==> src/rtl/branch_predictor.sv <==
// -----------------------------------------------------------------------------
// branch_predictor
//
// IF-stage next-PC predictor. A direct-mapped BTB supplies targets and a table
// of 2-bit saturating counters (PHT) decides taken/not-taken for conditional
// branches. Resolved control-flow instructions from EX train both tables and
// the block raises a mispredict with the redirect PC.
//
// Configuration macro: BP_GSHARE_EN
//   defined   : PHT index = BTB index XOR global history (gshare)
//   undefined : PHT index = BTB index, history held at zero (bimodal)
//
// Ports
//   clk, reset      : clock, synchronous active-high reset
//   current_pc      : IF-stage PC being looked up
//   predicted_pc    : predicted next fetch PC
//   pred_taken      : prediction is taken
//   pred_index      : PHT index used; travels down the pipe to EX
//   update_*        : resolved instruction in EX (pc, carried index and
//                     prediction, JAL/JALR flag, outcome, resolved target)
//   mispredict      : flush and redirect request
//   correct_pc      : redirect PC (resolved target or fall-through)
// -----------------------------------------------------------------------------
module branch_predictor #(
  parameter int IDX_BITS = 5,
  parameter int BHR_BITS = 5
) (
  input  logic                clk,
  input  logic                reset,
  input  logic [31:0]         current_pc,
  output logic [31:0]         predicted_pc,
  output logic                pred_taken,
  output logic [IDX_BITS-1:0] pred_index,
  input  logic                update_en,
  input  logic [31:0]         update_pc,
  input  logic [IDX_BITS-1:0] update_index,
  input  logic [31:0]         update_pred_pc,
  input  logic                update_uncond,
  input  logic                update_taken,
  input  logic [31:0]         update_target,
  output logic                mispredict,
  output logic [31:0]         correct_pc
);

  localparam int ENTRIES  = 1 << IDX_BITS;
  localparam int TAG_BITS = 30 - IDX_BITS;

`ifdef BP_GSHARE_EN
  localparam bit GSHARE_EN = 1'b1;
`else
  localparam bit GSHARE_EN = 1'b0;
`endif

  // Table state
  logic [ENTRIES-1:0]  btb_valid_q, btb_valid_d;
  logic [ENTRIES-1:0]  btb_uncond_q, btb_uncond_d;
  logic [TAG_BITS-1:0] btb_tag_q    [ENTRIES];
  logic [TAG_BITS-1:0] btb_tag_d    [ENTRIES];
  logic [31:0]         btb_target_q [ENTRIES];
  logic [31:0]         btb_target_d [ENTRIES];
  logic [1:0]          pht_q        [ENTRIES];
  logic [1:0]          pht_d        [ENTRIES];
  logic [BHR_BITS-1:0] bhr_q, bhr_d;

  // Lookup / update helpers
  logic [IDX_BITS-1:0] bhr_ext_s;
  logic [IDX_BITS-1:0] lookup_bidx_s;
  logic [IDX_BITS-1:0] lookup_pidx_s;
  logic [TAG_BITS-1:0] lookup_tag_s;
  logic                hit_s;
  logic [IDX_BITS-1:0] upd_bidx_s;
  logic [TAG_BITS-1:0] upd_tag_s;

  // Index and tag extraction for the lookup and update paths
  always_comb begin
    bhr_ext_s                = '0;
    bhr_ext_s[BHR_BITS-1:0]  = bhr_q;
    lookup_bidx_s            = current_pc[IDX_BITS+1:2];
    lookup_tag_s             = current_pc[31:IDX_BITS+2];
    upd_bidx_s               = update_pc[IDX_BITS+1:2];
    upd_tag_s                = update_pc[31:IDX_BITS+2];
    if (GSHARE_EN) begin
      lookup_pidx_s = lookup_bidx_s ^ bhr_ext_s;
    end else begin
      lookup_pidx_s = lookup_bidx_s;
    end
  end

  // Zero-latency prediction from registered tables; forced to fall-through in reset
  always_comb begin
    hit_s      = btb_valid_q[lookup_bidx_s] && (btb_tag_q[lookup_bidx_s] == lookup_tag_s);
    pred_index = lookup_pidx_s;
    if (!reset && hit_s && (btb_uncond_q[lookup_bidx_s] || pht_q[lookup_pidx_s][1])) begin
      pred_taken   = 1'b1;
      predicted_pc = btb_target_q[lookup_bidx_s];
    end else begin
      pred_taken   = 1'b0;
      predicted_pc = current_pc + 32'd4;
    end
  end

  // Resolution: comparing against the carried prediction also catches JALR target changes
  always_comb begin
    if (!reset && update_taken) begin
      correct_pc = update_target;
    end else begin
      correct_pc = update_pc + 32'd4;
    end
    mispredict = !reset && update_en && (update_pred_pc != correct_pc);
  end

  // Next-state for BTB, PHT and history driven by the resolved instruction
  always_comb begin
    btb_valid_d  = btb_valid_q;
    btb_uncond_d = btb_uncond_q;
    btb_tag_d    = btb_tag_q;
    btb_target_d = btb_target_q;
    pht_d        = pht_q;
    bhr_d        = bhr_q;
    if (update_en) begin
      // Not-taken outcomes never allocate or overwrite a BTB entry
      if (update_taken) begin
        btb_valid_d[upd_bidx_s]  = 1'b1;
        btb_uncond_d[upd_bidx_s] = update_uncond;
        btb_tag_d[upd_bidx_s]    = upd_tag_s;
        btb_target_d[upd_bidx_s] = update_target;
      end else begin
        btb_valid_d[upd_bidx_s]  = btb_valid_q[upd_bidx_s];
      end
      // Only conditional branches train the counters and history; the carried index is used
      if (!update_uncond) begin
        if (update_taken) begin
          if (pht_q[update_index] != 2'b11) begin
            pht_d[update_index] = pht_q[update_index] + 2'd1;
          end else begin
            pht_d[update_index] = pht_q[update_index];
          end
        end else begin
          if (pht_q[update_index] != 2'b00) begin
            pht_d[update_index] = pht_q[update_index] - 2'd1;
          end else begin
            pht_d[update_index] = pht_q[update_index];
          end
        end
        if (GSHARE_EN) begin
          bhr_d = {bhr_q[BHR_BITS-2:0], update_taken};
        end else begin
          bhr_d = bhr_q;
        end
      end else begin
        bhr_d = bhr_q;
      end
    end else begin
      bhr_d = bhr_q;
    end
  end

  // Control state: reset clears valid bits and history, counters start weak not-taken
  always_ff @(posedge clk) begin
    if (reset) begin
      btb_valid_q  <= '0;
      btb_uncond_q <= '0;
      bhr_q        <= '0;
      for (int i = 0; i < ENTRIES; i++) begin
        pht_q[i] <= 2'b01;
      end
    end else begin
      btb_valid_q  <= btb_valid_d;
      btb_uncond_q <= btb_uncond_d;
      bhr_q        <= bhr_d;
      pht_q        <= pht_d;
    end
  end

  // BTB payload storage; meaningless while valid is clear, so it is not reset
  always_ff @(posedge clk) begin
    if (reset) begin
      btb_tag_q    <= btb_tag_q;
      btb_target_q <= btb_target_q;
    end else begin
      btb_tag_q    <= btb_tag_d;
      btb_target_q <= btb_target_d;
    end
  end

endmodule

==> config.mk <==
export PLATFORM = sky130hd
export DESIGN_NAME = branch_predictor
export DESIGN_NICKNAME = d
export VERILOG_FILES = /design/src/rtl/branch_predictor.sv
export SDC_FILE = /design/constraint.sdc
export NUM_CORES = 2
export LEC_CHECK = 0
export BUFFER_PORTS_ARGS = -buffer_cell sky130_fd_sc_hd__buf_2
export CAP_MARGIN = 10
export CORE_MARGIN = 1
export CORE_UTILIZATION = 30
export DETAILED_ROUTE_END_ITERATION = 8
export PLACE_DENSITY_LB_ADDON = 0.25
export REMOVE_ABC_BUFFERS = 1
export SLEW_MARGIN = 20
export SYNTH_ARGS = -nofsm -noshare
export SYNTH_HDL_FRONTEND = slang
export SYNTH_SLANG_ARGS = --single-unit
==> constraint.sdc <==
create_clock -name clk -period 6.86 [get_ports clk]
set_input_delay 0.343 -clock clk [delete_from_list [all_inputs] [get_ports clk]]
set_output_delay 0.343 -clock clk [all_outputs]
set_load 0.005 [all_outputs]
==> flow_summary_export.csv <==
group,metric,value,unit
layout,fillCellCount,24265,
synthesis,synth_top_area_cell,"edfxtp_1",
synthesis,synthSimpleGateAreaFrac,0.0329,
timing,setup_viol,1,
synthesis,syn_area_per_cell,19.7,sq um
global_routing,grt_max_degree,119,
synthesis,synth_cells,3990,
timing,timing.fmax,144,MHz
floorplan,core,260000,sq um
drt,ant_nets,0,
clocking,htreeDepth,4,
synthesis,synth_area_leaders,"edfxtp_1 70%, mux4_2 15%, dfxtp_1 3.3%",
timing,relSlewSlack,0.163,
placed_design,gp_congestion,0.861,
timing,fin_worst_skew,69.6,ps
synthesis,synth_top_family_by_area,"multiplexers",
synthesis,synth_compound_area_frac,0.0450,
placed_design,placed_cell_area,84400,sq um
clocking,cts_num_sinks,1952,
timing,slew_viol_final,0,
clocking,cts-buffers-inserted,205,
run,max_cap_violations,0,
layout,nNetsFinal,4468,
critical_path,crit_fanout,15,
global_routing,grt_pass1_wl,359000,um
hold_path,hold_class,"input port to register",
power,p_total,25.3,mW
timing,fin_crit,6960,ps
layout,drive_gt1_frac,0.271,
clocking,clk_latency,870,ps
synthesis,synthMuxAreaShare,0.162,
power,peakVddDrop,0.000258,V
outcome,violations,"setup timing",
global_routing,overflow,0,
drt,routed_wl,262000,um
placed_design,dp_hpwl,150000,um
layout,multi_input_area,20100,sq um
synthesis,yosysSeqAreaShare,0.731,
layout,layout_common_cells,"1824 x edfxtp_1, 508 x mux4_2, 208 x clkbuf_16",
drt,drc,0,
drt,routedWlPerCell,32.8,um
synthesis,yosysWarnings,0,
layout,fin_area,91200,sq um
synthesis,async_flop_share,0,
floorplan,chipHeight,513,um
drt,drtPass1Iterations,8,
drt,vias,42707,
synthesis,synth_flop_cell,"edfxtp_1",
synthesis,synthAdderAreaFrac,0.00112,
layout,seqCellArea,57300,sq um
global_routing,antenna_found_initial,40,
global_routing,grt_use_total,0.197,
timing,tightestPinTransition,1250,ps
drt,drt_iter0_drc,5131,
layout,area_growth,16.2,%
timing,setup_ws,-101,ps
global_routing,grt_pass1_vias,42356,
critical_path,path_class,"input port to output port",
synthesis,synth_edf_count,1824,
power,power_density,277,nW/um^2
clocking,cts_root_buf,"clkbuf_16",
layout,final_common_cell,"edfxtp_1",
power,power_leakage,28.4,nW
clocking,path_clk_slew,60,ps
floorplan,start_util,0.302,
synthesis,synth-seq-cells,1952,
critical_path,startpoint_type,"input port",
timing,timing.final.crit_share,1.01,
synthesis,synth_top_cell_area_share,0.698,
synthesis,synth-xor-area-share,0.0106,
critical_path,cp.arrival,6620,ps
drt,detail_route.vias_per_cell,5.34,
placed_design,place_ws,595,ps
critical_path,rrSetupSlack,3430,ps
synthesis,syn-cell-area,78500,sq um
outcome,outcome,"finished, violations left",
floorplan,rows,187,
clocking,cts_tree,"built",
timing,rsz0062_at_grt,"no",
critical_path,required,6520,ps
floorplan,dieWidth,513,um
placed_design,io_buffer_count,208,
synthesis,synth_cell_types,79,
floorplan,die_area,264000,sq um
critical_path,end_kind,"output port",
timing,final_hold_viol_count,0,
clocking,clock_path_buffers,3,
timing,fin_hold_ws,55.8,ps
floorplan,io_pins,209,
power breakdown:
part           internal, mW  leakage [nW]  switching [mW]
combinational         0.547          7.90           0.994
clock                  5.92          3.10            4.76
sequential             13.1          17.4          0.0131
area by class of cell:
cell class,count,area share
Tap cell,3496,0.0480
Clock inverter,102,0.0101
Timing Repair Buffer,381,0.0322
Antenna cell,12,0.000329
Clock buffer,268,0.0599
Multi-Input combinational cell,1767,0.220
Sequential cell,1952,0.629
Inverter,16,0.000741
metrics by stage:
step / TNS (ps) / instances / util
after floorplan: 0 / 3735 / -
after global placement: -200 / 7573 / 0.325
after detailed placement: 0 / 7574 / 0.325
after CTS: 0 / 7982 / 0.351
after global routing: 0 / 7989 / 0.351
final: -101 / 7994 / 0.351
sequential cells by signal (all words and copies together), names as in the netlist:
register / cells
btb_tag_q: 800
btb_target_q: 1024
pht_q: 64
btb_valid_q: 32
btb_uncond_q: 32
Yosys cell counts, types with 26 or more instances:
cell type,n
xnor2_1,48
clkbuf_1,141
xor2_1,47
mux2i_1,115
nor2_1,107
nand2_1,150
a211oi_1,85
o211ai_1,34
nor3_1,34
and2_1,30
edfxtp_1,1824
a21oi_1,138
mux4_2,508
a22o_1,30
a22oi_1,26
dfxtp_1,128
buf_2,52
o221ai_1,32
o21ai_0,64
nand3_1,71
critical path, stage by stage:
cell             delay (ps)
dlygate4sd3_1           520
buf_2                   330
nor2b_4                 730
mux2_2                  460
xor2_1                  300
a2111oi_1               470
clkdlybuf4s18_2         330
o2111ai_1               130
nor4_2                  980
nand4_1                 640
a2111oi_0               530
nor4b_1                 460
a311oi_1                160
buf_2                   170
cell families (layout without fill, tap and decap cells):
group	after synthesis	in the layout
buf+inv	271	767
flops	1952	1952
mux	636	636
other cells	0	12
fa+ha+maj	7	7
compound gates	508	508
xor+xnor	95	95
simple gates	521	521
timing repair:
| item | 4_1_cts | 5_1_grt |
|---|---|---|
| hold endpoints to repair | 878 | 0 |
| resized for setup | 0 | 0 |
| endpoints found under the setup margin | 0 | 0 |
| hold buffers | 38 | 0 |
| buffers inserted | 0 | 0 |
final timing paths:
check                          from                end  cells past startpoint
setup / recovery       update_taken         mispredict                     14
hold / removal    update_target[10]  btb_target_q[298]                      1
setup reg to reg           pht_q[7]          pht_q[31]                     11
hold reg to reg     btb_uncond_q[8]    btb_uncond_q[8]                      2
metal layers:
layer  up-vias  GRT usage  share of wire
met3       364     0.0274          0.058
met2      1619      0.325           0.49
met4        14     0.0724          0.035
met1     23403      0.264           0.42
li1      17307          -              -
met5         -          0        0.00035
No activity file was read; power rests on OpenSTA's default activity.
